==> config.mk <==
export PLATFORM = sky130hd
export DESIGN_NAME = kalman_ab_tracker
export DESIGN_NICKNAME = d
export VERILOG_FILES = /design/src/rtl/kalman_pkg.sv /design/src/rtl/kalman_ab_axis.sv /design/src/rtl/kalman_ab_tracker.sv
export SDC_FILE = /design/constraint.sdc
export NUM_CORES = 1
export LEC_CHECK = 0
export CORE_MARGIN = 2
export CORE_UTILIZATION = 38
export DETAILED_ROUTE_END_ITERATION = 16
export GPL_TIMING_DRIVEN = 1
export HOLD_SLACK_MARGIN = 0.15
export PLACE_DENSITY = 0.65
export SETUP_SLACK_MARGIN = 0.5
export SYNTH_ARGS = -nofsm -noshare
export SYNTH_HDL_FRONTEND = slang
export SYNTH_SLANG_ARGS = --single-unit
==> constraint.sdc <==
create_clock -name clk -period 5 [get_ports clk]
set_input_delay 1.25 -clock clk [delete_from_list [all_inputs] [get_ports clk]]
set_output_delay 1.25 -clock clk [all_outputs]
set_load 0.02 [all_outputs]
==> src/rtl/kalman_pkg.sv <==
// Shared widths, FSM encoding and fixed-point helpers for the alpha-beta tracker.
package kalman_pkg;

  localparam int DISP_WIDTH = 11;
  localparam int NUM_CHAN   = 4;
  localparam int CHAN_W     = (NUM_CHAN > 1) ? $clog2(NUM_CHAN) : 1;
  localparam int FRAC       = 8;
  localparam int ALPHA_FI   = 128;
  localparam int BETA_FI    = 32;
  localparam int GATE_PX    = 64;
  localparam int MAX_MISS   = 3;
  localparam int SW         = DISP_WIDTH + FRAC + 2;
  localparam int MISS_W     = $clog2(MAX_MISS + 1);

  localparam logic signed [SW-1:0] DISP_MAX = SW'((2 ** DISP_WIDTH) - 1);
  localparam logic [SW-1:0]        GATE_LIM = SW'(GATE_PX * (2 ** FRAC));

  typedef enum logic [2:0] {
    ST_IDLE    = 3'd0,
    ST_PREDICT = 3'd1,
    ST_INNOV   = 3'd2,
    ST_UPDATE  = 3'd3,
    ST_OUTPUT  = 3'd4
  } state_e;

  // Drop the fraction (floor) and clamp into the displayable pixel range.
  function automatic logic [DISP_WIDTH-1:0] sat_to_disp(input logic signed [SW-1:0] p);
    logic signed [SW-1:0] q;
    q = p >>> FRAC;
    if (q[SW-1]) return {DISP_WIDTH{1'b0}};
    else if (q > DISP_MAX) return {DISP_WIDTH{1'b1}};
    else return q[DISP_WIDTH-1:0];
  endfunction

  function automatic logic [SW-1:0] abs_sw(input logic signed [SW-1:0] a);
    if (a[SW-1]) return -a;
    else return a;
  endfunction

endpackage

==> src/rtl/kalman_ab_axis.sv <==
// One-axis alpha-beta datapath: registered predict and innovation, combinational update.
// KALMAN_GATE_EN enables the innovation-gate comparator; otherwise over_gate is tied low.
module kalman_ab_axis
  import kalman_pkg::*;
(
  input  logic                  clk,
  input  logic                  aresetn,
  input  logic                  pred_en,
  input  logic                  innov_en,
  input  logic                  init_mode,
  input  logic                  hold,
  input  logic signed [SW-1:0]  p_in,
  input  logic signed [SW-1:0]  v_in,
  input  logic [DISP_WIDTH-1:0] z,
  output logic signed [SW-1:0]  p_new,
  output logic signed [SW-1:0]  v_new,
  output logic                  over_gate
);

  localparam logic signed [2*SW-1:0] ALPHA_W = (2*SW)'(ALPHA_FI);
  localparam logic signed [2*SW-1:0] BETA_W  = (2*SW)'(BETA_FI);

  logic signed [SW-1:0]   p_pred_r, v_r, r_r, z_fix_s, a_upd_s, b_upd_s;
  logic signed [2*SW-1:0] a_prod_s, b_prod_s;

  assign z_fix_s  = {{(SW-DISP_WIDTH-FRAC){1'b0}}, z, {FRAC{1'b0}}};
  assign a_prod_s = ALPHA_W * (2*SW)'(r_r);
  assign b_prod_s = BETA_W * (2*SW)'(r_r);
  assign a_upd_s  = SW'(a_prod_s >>> FRAC);
  assign b_upd_s  = SW'(b_prod_s >>> FRAC);

`ifdef KALMAN_GATE_EN
  assign over_gate = (abs_sw(r_r) > GATE_LIM);
`else
  assign over_gate = 1'b0;
`endif

  // Predicted position and innovation, each captured on its FSM strobe.
  always_ff @(posedge clk or negedge aresetn) begin
    if (!aresetn) begin
      p_pred_r <= {SW{1'b0}};
      v_r      <= {SW{1'b0}};
      r_r      <= {SW{1'b0}};
    end else begin
      if (pred_en) begin
        p_pred_r <= p_in + v_in;
        v_r      <= v_in;
      end
      if (innov_en) r_r <= z_fix_s - p_pred_r;
    end
  end

  // A rejected measurement coasts on the prediction; a fresh channel snaps to z.
  always_comb begin
    p_new = p_pred_r;
    v_new = v_r;
    if (init_mode) begin
      p_new = z_fix_s;
      v_new = {SW{1'b0}};
    end else if (hold) begin
      p_new = p_pred_r;
      v_new = v_r;
    end else begin
      p_new = p_pred_r + a_upd_s;
      v_new = v_r + b_upd_s;
    end
  end

endmodule

==> src/rtl/kalman_ab_tracker.sv <==
// Multi-channel steady-state alpha-beta tracker: FSM, per-channel state, init bits.
// Define KALMAN_GATE_EN to add innovation gating with per-channel miss counters.
module kalman_ab_tracker
  import kalman_pkg::*;
(
  input  logic                  clk,
  input  logic                  aresetn,
  input  logic                  chan_clr,
  input  logic [CHAN_W-1:0]     clr_chan,
  input  logic                  in_valid,
  output logic                  in_ready,
  input  logic [CHAN_W-1:0]     in_chan,
  input  logic [DISP_WIDTH-1:0] z_x,
  input  logic [DISP_WIDTH-1:0] z_y,
  output logic                  out_valid,
  input  logic                  out_ready,
  output logic [CHAN_W-1:0]     out_chan,
  output logic [DISP_WIDTH-1:0] x_est,
  output logic [DISP_WIDTH-1:0] y_est,
  output logic                  out_rej
);

  state_e                state_r, state_s;
  logic                  accept_s, gate_s, drop_s, ox_s, oy_s;
  logic [CHAN_W-1:0]     cur_chan_r, out_chan_r;
  logic [DISP_WIDTH-1:0] zx_r, zy_r, x_est_r, y_est_r;
  logic                  cur_init_r, kill_r, in_ready_r, out_valid_r, out_rej_r;
  logic [NUM_CHAN-1:0]   init_r;
  logic signed [SW-1:0]  px_r [NUM_CHAN];
  logic signed [SW-1:0]  py_r [NUM_CHAN];
  logic signed [SW-1:0]  vx_r [NUM_CHAN];
  logic signed [SW-1:0]  vy_r [NUM_CHAN];
  logic signed [SW-1:0]  px_new_s, py_new_s, vx_new_s, vy_new_s;

  assign accept_s  = in_valid && in_ready_r;
  assign gate_s    = cur_init_r && (ox_s || oy_s);
  assign in_ready  = in_ready_r;
  assign out_valid = out_valid_r;
  assign out_chan  = out_chan_r;
  assign x_est     = x_est_r;
  assign y_est     = y_est_r;
  assign out_rej   = out_rej_r;

  kalman_ab_axis u_axis_x (
    .clk(clk), .aresetn(aresetn),
    .pred_en(state_r == ST_PREDICT), .innov_en(state_r == ST_INNOV),
    .init_mode(!cur_init_r), .hold(gate_s),
    .p_in(px_r[cur_chan_r]), .v_in(vx_r[cur_chan_r]), .z(zx_r),
    .p_new(px_new_s), .v_new(vx_new_s), .over_gate(ox_s)
  );

  kalman_ab_axis u_axis_y (
    .clk(clk), .aresetn(aresetn),
    .pred_en(state_r == ST_PREDICT), .innov_en(state_r == ST_INNOV),
    .init_mode(!cur_init_r), .hold(gate_s),
    .p_in(py_r[cur_chan_r]), .v_in(vy_r[cur_chan_r]), .z(zy_r),
    .p_new(py_new_s), .v_new(vy_new_s), .over_gate(oy_s)
  );

`ifdef KALMAN_GATE_EN
  logic [MISS_W-1:0] miss_r [NUM_CHAN];

  assign drop_s = gate_s && (miss_r[cur_chan_r] == MISS_W'(MAX_MISS - 1));

  // Consecutive-reject count; reaching the limit drops the track and restarts the count.
  always_ff @(posedge clk or negedge aresetn) begin
    if (!aresetn) begin
      for (int i = 0; i < NUM_CHAN; i++) miss_r[i] <= {MISS_W{1'b0}};
    end else if (state_r == ST_UPDATE) begin
      if (gate_s && !drop_s) miss_r[cur_chan_r] <= miss_r[cur_chan_r] + MISS_W'(1);
      else miss_r[cur_chan_r] <= {MISS_W{1'b0}};
    end
  end
`else
  assign drop_s = 1'b0;
`endif

  // State register.
  always_ff @(posedge clk or negedge aresetn) begin
    if (!aresetn) state_r <= ST_IDLE;
    else state_r <= state_s;
  end

  // Next-state logic: fixed four-cycle pipeline, then wait for the consumer.
  always_comb begin
    state_s = state_r;
    case (state_r)
      ST_IDLE:    if (accept_s) state_s = ST_PREDICT; else state_s = ST_IDLE;
      ST_PREDICT: state_s = ST_INNOV;
      ST_INNOV:   state_s = ST_UPDATE;
      ST_UPDATE:  state_s = ST_OUTPUT;
      ST_OUTPUT:  if (out_ready) state_s = ST_IDLE; else state_s = ST_OUTPUT;
      default:    state_s = ST_IDLE;
    endcase
  end

  // Input latch, channel state write-back, init bits and registered outputs.
  // kill_r remembers a clear that hit the active channel before write-back.
  always_ff @(posedge clk or negedge aresetn) begin
    if (!aresetn) begin
      in_ready_r  <= 1'b1;
      out_valid_r <= 1'b0;
      out_chan_r  <= {CHAN_W{1'b0}};
      x_est_r     <= {DISP_WIDTH{1'b0}};
      y_est_r     <= {DISP_WIDTH{1'b0}};
      out_rej_r   <= 1'b0;
      cur_chan_r  <= {CHAN_W{1'b0}};
      zx_r        <= {DISP_WIDTH{1'b0}};
      zy_r        <= {DISP_WIDTH{1'b0}};
      cur_init_r  <= 1'b0;
      kill_r      <= 1'b0;
      init_r      <= {NUM_CHAN{1'b0}};
      for (int i = 0; i < NUM_CHAN; i++) begin
        px_r[i] <= {SW{1'b0}};
        py_r[i] <= {SW{1'b0}};
        vx_r[i] <= {SW{1'b0}};
        vy_r[i] <= {SW{1'b0}};
      end
    end else begin
      in_ready_r  <= (state_s == ST_IDLE);
      out_valid_r <= (state_s == ST_OUTPUT);
      if (accept_s) begin
        cur_chan_r <= in_chan;
        zx_r       <= z_x;
        zy_r       <= z_y;
        cur_init_r <= init_r[in_chan] && !(chan_clr && (clr_chan == in_chan));
        kill_r     <= 1'b0;
      end else if (chan_clr && (clr_chan == cur_chan_r) && (state_r != ST_IDLE)) begin
        kill_r <= 1'b1;
      end
      if (state_r == ST_UPDATE) begin
        px_r[cur_chan_r]   <= px_new_s;
        py_r[cur_chan_r]   <= py_new_s;
        vx_r[cur_chan_r]   <= vx_new_s;
        vy_r[cur_chan_r]   <= vy_new_s;
        init_r[cur_chan_r] <= !kill_r && !drop_s;
        out_chan_r         <= cur_chan_r;
        x_est_r            <= sat_to_disp(px_new_s);
        y_est_r            <= sat_to_disp(py_new_s);
        out_rej_r          <= gate_s;
      end
      if (chan_clr) init_r[clr_chan] <= 1'b0;
    end
  end

endmodule
* Word-level counts from Yosys, hierarchy flattened
Index checks and enable logic that the tools add are counted. W data, S select, Z words.
Operators by class: add/sub/neg operators 8, order comparisons 9, equal/unequal tests 7, multiplexer cells 40, bitwise operators 3, reductions and logical operators 14
Operators by type and width (count):
- $bwmux W84 | 4
- $mux W21 | 13
- $bmux W21 S2 | 4
- $mux W11 | 4
- $add A21 B18 Y21 | 2
- $add A21 B20 Y21 | 2
- $add A21 B21 Y21 | 2
- $demux W21 S2 | 1
- $sub A20 B21 Y21 | 2
- $gt A13 B12 Y1 const B | 2
- $pmux W3 S5 | 1
- $lt A2 B3 Y1 const B | 3
- $logic_and A1 B1 Y1 | 8
- $mux W4 | 2
- $eq A3 B2 Y1 const B | 2
- $eq A3 B3 Y1 const B | 2
- $logic_not A3 Y1 | 2
- $mux W1 | 6
- $and A4 B4 Y4 | 1
- $bwmux W4 | 1
- $demux W1 S2 | 2
- $eq A2 B2 Y1 | 2
- $ge A2 B1 Y1 const B | 2
- $not A4 Y4 | 1
- other kinds (9) | 10
Storage, ports and cells: register bits 521, input port bits 31, output and inout bits 27, logic and storage cells 115

* Depth between registers and ports, before layout
Gate-level depths: netlist (run 1).
depth after elaboration 8, mapped depth 16, gate-level depth less buffers 13

* Cells and area by module
Synthesis (run 1) repeated with hierarchy kept, for this count alone.
Second synthesis, totals: cell total of the unflattened synthesis 2517, area, all modules 29937.5 sq um
By module, submodules not included:
- kalman_ab_tracker | times used 1, cells an instance 1033, area an instance 17231.5 sq um, seq. area each 9910.8 sq um
- kalman_ab_axis at u_axis_y | times used 1, cells an instance 764, area an instance 6505.0 sq um, seq. area each 1551.5 sq um
- kalman_ab_axis at u_axis_x | times used 1, cells an instance 720, area an instance 6200.9 sq um, seq. area each 1551.5 sq um

* Worst setup path after synthesis (run 1)
OpenSTA, ideal clock, no wires.
path type flip-flop to flip-flop, start register cur_chan_r[0], end register u_axis_y.p_pred_r[18], library setup time 69 ps, arrival 4162 ps, required time 4931 ps, path slack 768 ps, cell stages (with the launch flop) 17, buffers on the path 3, clock period less this slack 4232 ps, cell sequence dfrtp_1 -> buf_2 -> buf_1 -> buf_1 -> mux4_2 -> ha_1 -> inv_1 -> fa_1 -> nand2b_1 -> a21boi_2 -> nor4_1 -> o31ai_2 -> a41oi_1 -> o21ai_1 -> a21oi_1 -> or4b_1 -> nand3_1
On the way: cells in the longest elaborated chain, start to end 5, elaborated cells between the ends (all ways) 8, classes of those cells add/sub (1); mux (6); bitwise (1)
RTL lines:
- start, declared | RTL line kalman_ab_tracker.sv:25 | logic [CHAN_W-1:0] cur_chan_r, out_chan_r;
- start signal, assigned | RTL line kalman_ab_tracker.sv:107 | cur_chan_r <= {CHAN_W{1'b0}};
- start signal, assigned | RTL line kalman_ab_tracker.sv:123 | cur_chan_r <= in_chan;
- $not A2 Y3 (implied by the code) | RTL line kalman_ab_tracker.sv:56 | .p_in(py_r[cur_chan_r]), .v_in(vy_r[cur_chan_r]), .z(zy_r),
- $bmux W21 S2 | RTL line kalman_ab_tracker.sv:56
- $mux W21 (implied by the code) (2 in series) | RTL line kalman_ab_tracker.sv:56
- named net u_axis_y.v_in[0] | RTL line kalman_ab_axis.sv:13 | input logic signed [SW-1:0] v_in,
- $add A21 B21 Y21 | RTL line kalman_ab_axis.sv:46 | p_pred_r <= p_in + v_in;
- end signal, assigned | RTL line kalman_ab_axis.sv:41 | p_pred_r <= {SW{1'b0}};
- end signal, assigned | RTL line kalman_ab_axis.sv:46
- end, declared | RTL line kalman_ab_axis.sv:23 | logic signed [SW-1:0] p_pred_r, v_r, r_r, z_fix_s, a_upd_s, b_upd_s;
The timed path passes the listed nets, and every way through them passes these cells. The select of a mux whose other input is x is not followed. A chain may end at the register's enable or synchronous reset.

* Final worst setup path (run 1)
Same ends and word-level chain as after synthesis.

==> parameters.txt, run 1 <==
Parameter                              Value

Status
  Run status    complete, no violations

Final layout
  Diodes inserted    0
  Count of non-filler cells in the finished layout    3804
  Multi-input gate area    0.01429 mm2
  Most frequent cells in the layout    569 x sky130_fd_sc_hd__nand2_1, 515 x sky130_fd_sc_hd__dfrtp_1, 372 x sky130_fd_sc_hd__o21ai_0
  Nets    2983
  Area grow syn2layout    12.51%
  Most frequent standard cell in the layout excluding fill and tap cells    sky130_fd_sc_hd__nand2_1
  Fill cell total of the finished layout    6946
  Fraction of layout instances using a drive strength above 1    12.27%
  Register Area    0.01300 mm2

STA
  Final setup violation count    0
  Final critical-path share of the clock period    82.41%
  Crit path time final    4121 ps
  Max-slew headroom at the worst pin    16.87%
  Setup repair after global routing missed its margin    false
  Final number of hold-violating endpoints    0
  Worst hold slack across all endpoints    475.1 ps
  Actual transition at the worst max-transition pin    1246 ps
  Max Freq    242.7 MHz
  Count of final max-slew check failures    0
  Total negative slack    0 ps
  Worst-case clock skew    20.63 ps

CTS
  Root Buffer Master    sky130_fd_sc_hd__clkbuf_16
  Postcts setup bufs    0
  TritonCTS sink count    519
  Total CTS buffers    53
  Clock Latency Late Sink    610 ps
  Number of levels the H-tree was split into    2
  Number of buffers between clock root and the deepest sink    3
  Clock tree from TritonCTS    built
  Register clock-pin slew on the reported worst setup and hold paths    60 ps

Placement
  Count of placed standard cells including taps    3706
  Detail Placement HPWL    46970 um
  Number of port buffers    56
  Weighted congestion reported at the end of routability-driven placement    0.9115

Yosys
  Unique masters post-synth    87
  Cell area after synthesis    0.02806 mm2
  Register bit count reported by yosys    519
  Number of synthesized flops with an enable pin    0
  Sequential area share after synthesis    46.29%
  Syn Inst Count    2799
  Synth warn    0
  Fraction of post-synthesis cell area in the top cell type by area    46.19%
  Post-synthesis net count    2980
  Most used DFF post-synth    sky130_fd_sc_hd__dfrtp_1
  Average cell area after synthesis    10.03 um2
  Most area-consuming cells after synthesis    sky130_fd_sc_hd__dfrtp_1 46%, sky130_fd_sc_hd__nand2_1 7.6%, sky130_fd_sc_hd__mux4_2 6.8%
  Dominant cell type by area after synthesis    sky130_fd_sc_hd__dfrtp_1
  Ys async rst share    100.0%

Critical path
  Startpoint class of the critical path    register
  Arrival time at the worst endpoint    4660 ps
  Critical path startpoint    cur_chan_r[0]
  Crit path capture type    register
  Largest fanout on the critical path    24
  Category of the most critical setup path    register to register
  Critical R2R Launch    cur_chan_r[0]
  Data required time of the critical path    5540 ps

Global route
  Number of antenna violations at the first check in global routing    1
  Tot GR Track Use    18.63%
  Pin count of the biggest net entering global routing    120
  Overflow left after global routing    0
  First-pass GRT wire length    113300 um
  Via count of the first global-routing pass    20510

Job
  Max-cap viol count    0

Routing
  Via count    20530
  Number of antenna-violating nets in the routed design    0
  Average detailed-routed wire length per instance    18.33 um
  Sum of routed wire length over all layers    69740 um
  Number of detailed-route iterations in the first pass    8
  Number of remaining DRC errors    0
  Iter 0 DRT Violations    1666
  Number of vias per cell after detailed routing    5.397

Floorplanning
  Placement row count    99
  Core Footprint    0.07308 mm2
  Die X-Extent    275.8 um
  Initial standard-cell utilization of the core    38.40%
  Overall die area    0.07604 mm2
  I/O pins    58
  Die boundary height    275.8 um

Power
  Leakage component of the power    0.01443 uW
  Power density over cell area    627.1 mW/mm2
  Worst ir drop on vdd    398.4 uV

Hold path
  Worst hold start    py_r[49]
  Min-Delay Path Class    register to register
where the power goes:
| part | internal (uW) | switching (uW) |
|---|---|---|
| sequential | 5540 | 1100 |
| combinational | 3670 | 5220 |
| clock | 2510 | 1750 |
sequential cells by signal (all words and copies together) (netlist names), 2 cells and up:
name               cells
u_axis_x.p_pred_r     21
px_r                  84
y_est                 11
state_r                3
out_chan               2
init_r                 4
py_r                  84
zx_r                  11
u_axis_x.v_r          21
vy_r                  84
u_axis_y.r_r          20
u_axis_x.r_r          20
cur_chan_r             2
vx_r                  84
u_axis_y.p_pred_r     21
x_est                 11
zy_r                  11
u_axis_y.v_r          21
per-layer routing:
metal,vias to the layer above,GRT usage [%],routed length (um),part of all wire [%]
met3,103,2.462,3131,4.5
met2,401,28.83,31190,45
li1,9911,-,-,-
met5,-,0,0,0
met4,0,4.542,1362,2.0
met1,10110,27.64,34060,49
worst paths after layout:
| check | slack (ps) | cells past startpoint | endpoint |
|---|---|---|---|
| max | 880 | 13 | u_axis_y.p_pred_r[18] |
| min | 480 | 2 | py_r[49] |
| max reg2reg | 880 | 13 | u_axis_y.p_pred_r[18] |
| min reg2reg | 480 | 2 | py_r[49] |
| max in group asynchronous | 3200 | 2 | px_r[71] |
| min in group asynchronous | 720 | 1 | u_axis_y.r_r[2] |
layout make-up:
| cell class | instances | share of cell area (%) |
|---|---|---|
| repair buffers | 86 | 2.980 |
| flip-flops and latches | 519 | 41.18 |
| multi-input cells | 2065 | 45.26 |
| well taps | 959 | 3.801 |
| clock inverters | 26 | 1.118 |
| inverters | 77 | 0.9155 |
| clock buffers | 72 | 4.748 |
cell usage after synthesis (13+ instances only):
cell                       count
sky130_fd_sc_hd__nand2_1     571
sky130_fd_sc_hd__dfrtp_1     518
sky130_fd_sc_hd__o21ai_0     372
sky130_fd_sc_hd__ha_1        144
sky130_fd_sc_hd__clkbuf_1    110
sky130_fd_sc_hd__a21oi_1     109
sky130_fd_sc_hd__mux2_2      100
sky130_fd_sc_hd__nor2_1       95
sky130_fd_sc_hd__mux4_2       85
sky130_fd_sc_hd__xnor2_1      80
sky130_fd_sc_hd__inv_1        77
sky130_fd_sc_hd__xor2_1       49
sky130_fd_sc_hd__nor3_1       43
sky130_fd_sc_hd__a21o_1       42
sky130_fd_sc_hd__nand3_1      34
sky130_fd_sc_hd__a31oi_1      30
sky130_fd_sc_hd__nor2b_1      22
sky130_fd_sc_hd__o21bai_1     20
sky130_fd_sc_hd__buf_1        19
sky130_fd_sc_hd__o21ai_1      17
sky130_fd_sc_hd__o211ai_1     16
sky130_fd_sc_hd__o31ai_1      15
sky130_fd_sc_hd__nand2b_1     14
sky130_fd_sc_hd__nand4_1      14
sky130_fd_sc_hd__o21a_1       13
per-stage QoR:
step	setup WS, ps	cell area [um2]	util, %	total power [uW]
5_1_grt	690.6	31570	43.20	21170
6_report	879.4	31570	43.20	19800
3_3_place_gp	849.7	29710	40.66	15340
4_1_cts	764.0	31570	43.19	19840
3_5_place_dp	811.2	29710	40.66	15510
2_1_floorplan	768.4	28060	-	12860
worst max-delay path, cell delays in order, from the launching register on:
cell and delay, ps:
sky130_fd_sc_hd__dfrtp_4 690, sky130_fd_sc_hd__mux4_2 450, sky130_fd_sc_hd__ha_1 170, sky130_fd_sc_hd__inv_1 60, sky130_fd_sc_hd__fa_1 410, sky130_fd_sc_hd__nand2b_1 200
sky130_fd_sc_hd__a21boi_2 190, sky130_fd_sc_hd__nor4_1 90, sky130_fd_sc_hd__o31ai_2 440, sky130_fd_sc_hd__a41oi_1 250, sky130_fd_sc_hd__o21ai_1 350, sky130_fd_sc_hd__a21oi_1 150
sky130_fd_sc_hd__or4b_1 510, sky130_fd_sc_hd__nand3_1 80
kinds of logic after synthesis:
kind of cell,after synthesis,share of synthesized area [%]
multiplexers,201,11.44
adder cells (fa/ha/maj),150,6.849
other,1,0.01336
buffers and inverters,215,2.947
AND/OR/NAND/NOR,868,13.31
flip-flops,519,46.29
AO/OA/AOI/OAI,716,15.13
XOR/XNOR,129,4.026
timing repair:
| action | CTS | global route |
|---|---|---|
| hold buffers | 0 | 0 |
| gates resized for setup | 0 | 1 |
| endpoints found under the setup margin | 0 | 1 |
No activity file was read; power rests on OpenSTA's default activity.
==> run 2: changes to the inputs <==
==> constraint.sdc (replaced) <==
create_clock -name clk -period 3.8 [get_ports clk]
set_input_delay 0.95 -clock clk [delete_from_list [all_inputs] [get_ports clk]]
set_output_delay 0.95 -clock clk [all_outputs]
set_load 0.02 [all_outputs]
==> parameters.txt, run 2 (same netlist as run 1, synthesis figures left out) <==
Parameter                              Value

STA
  Final number of hold-violating endpoints    0
  Total negative slack    0 ps
  Max Freq    291.7 MHz
  Setup WS post-layout    372.3 ps
  Actual transition at the worst max-transition pin    873.4 ps
  Crit path time final    3428 ps
  Max-slew headroom at the worst pin    41.56%
  Setup repair after global routing missed its margin    true
  Count of final max-slew check failures    0
  Final critical-path share of the clock period    90.20%
  Worst-case clock skew    17.22 ps
  Final setup violation count    0

Critical path
  Arrival time at the worst endpoint    3910 ps
  Startpoint class of the critical path    register
  Slowest stage cell, crit path    sky130_fd_sc_hd__dfrtp_4
  Crit path capture type    register
  Data required time of the critical path    4280 ps
  Category of the most critical setup path    register to register
  Delay contributed by the slowest stage of the critical path    540 ps
  Most frequent CP cell    sky130_fd_sc_hd__a21o_1
  Critical path startpoint    cur_chan_r[0]
  Largest fanout on the critical path    7
  Critical R2R Launch    cur_chan_r[0]
  Chain of cells forming the critical path    buf_6 -> buf_12 -> mux4_2 -> ha_4 -> a21o_1 -> a21o_1 -> a21oi_2 -> o21bai_4 -> a221oi_2 -> buf_4 -> a2111o_1 -> a32o_2 -> xor2_1 -> o21ai_1

Status
  Violated checks    design-rule violations
  Run status    finished with violations

Floorplanning
  Initial standard-cell utilization of the core    38.40%
  I/O pins    58
  Die X-Extent    275.8 um
  Die boundary height    275.8 um
  Core Footprint    0.07308 mm2
  Overall die area    0.07604 mm2
  Placement row count    99

Routing
  Number of antenna-violating nets in the routed design    0
  Via count    21070
  Number of detailed-route iterations in the first pass    11
  Iter 0 DRT Violations    1554
  Average detailed-routed wire length per instance    18.37 um
  Number of vias per cell after detailed routing    5.424
  Number of remaining DRC errors    2
  Sum of routed wire length over all layers    71380 um

Placement
  Weighted congestion reported at the end of routability-driven placement    0.8724
  Placement-stage worst setup slack    81.17 ps
  Count of placed standard cells including taps    3748
  Detail Placement HPWL    49450 um
  Number of port buffers    56

Hold path
  Min-Delay Path Class    input pin to asynchronous set/reset pin

Final layout
  Diodes inserted    0
  Most frequent cells in the layout    569 x sky130_fd_sc_hd__nand2_1, 515 x sky130_fd_sc_hd__dfrtp_1, 361 x sky130_fd_sc_hd__o21ai_0
  Count of non-filler cells in the finished layout    3885
  Fraction of layout instances using a drive strength above 1    16.95%
  Most frequent standard cell in the layout excluding fill and tap cells    sky130_fd_sc_hd__nand2_1
  Area grow syn2layout    16.97%
  Nets    3062

CTS
  Total CTS buffers    54
  Hold-fix buffers at CTS    0
  Register clock-pin slew on the reported worst setup and hold paths    60 ps
  Number of levels the H-tree was split into    2
  Number of buffers between clock root and the deepest sink    3
  Clock tree from TritonCTS    built
  Root Buffer Master    sky130_fd_sc_hd__clkbuf_16
  Clock Latency Late Sink    610 ps
  TritonCTS sink count    519

Power
  Fraction of power consumed by sequential logic    31.8%
  Combinational Power Share    46.8%
  Final total power    27200 uW
  Power density over cell area    828.7 mW/mm2
  Internal power contribution    16230 uW
  Worst ir drop on vdd    460.8 uV
  Leakage component of the power    0.01491 uW
  Switching fraction of total power    40.35%
  Clock Power Share    21.5%
  Net switching component of the power    10980 uW

Global route
  Overflow left after global routing    0
  Pin count of the biggest net entering global routing    105
  Number of antenna violations at the first check in global routing    0
  Via count of the first global-routing pass    20890
  First-pass GRT wire length    115200 um
  Tot GR Track Use    18.92%

Job
  Max-cap viol count    0
[run 2: what timing repair did]
action | 4_1_cts | 5_1_grt
endpoints found under the hold margin | 0 | 0
pin swaps | 24 | 33
setup buffers | 21 | 14
gates cloned | 0 | 1
endpoints found under the setup margin | 35 | 65
resized for setup | 43 | 39
[run 2: path summary, 6_finish.rpt]
kind	to	slack, ps	cells past startpoint
setup / recovery	u_axis_x.p_pred_r[19]	370	14
hold / removal	u_axis_y.v_r[4]	290	1
setup reg to reg	u_axis_x.p_pred_r[19]	370	14
hold reg to reg	px_r[11]	480	2
max in group asynchronous	py_r[41]	2580	2
min in group clk	px_r[11]	480	2
[run 2: layout make-up]
cell class                 instances  area [um2]
timing repair buffer             164        1678
tap                              959        1200
clock inverter                    32       435.4
fill                            6809       40260
inverter                          77       289.0
clock buffer                      69        1519
sequential                       519       13000
multi-input combinational       2065       14700
[run 2: through the flow]
step                utilization (%)  hold WS (ps)  area (um2)
floorplan                         -         443.2       28200
global placement              41.23         456.3       30130
detailed placement            41.23         462.2       30130
CTS                           44.48         316.3       32510
global route                  44.92         334.2       32830
finish                        44.92         295.0       32830
[run 2: routing by layer]
layer / GRT usage [%] / share of wire (%)
met3: 2.662 / 4.3
met5: 0 / 0
met4: 4.626 / 2.1
met1: 28.01 / 49
met2: 29.22 / 45
[run 2: critical path: cells and delay by family (launching register included)]
| family | cells | cell delay (ps) |
|---|---|---|
| AOI/OAI and AO/OA | 8 | 1410 |
| DFF | 1 | 540 |
| muxes | 1 | 480 |
| buffers and inverters | 3 | 430 |
| adders and majority gates | 1 | 290 |
| xor gates and xnor gates | 1 | 140 |
[run 2: power by group through the flow]
stage | logic, uW | registers, uW | clock network [uW]
finish | 12700 | 8640 | 5840
global route | 14100 | 8840 | 6170
CTS | 12400 | 8610 | 5940
detailed placement | 12000 | 8760 | 0
global placement | 11800 | 8730 | 0
floorplan | 8770 | 8260 | 0
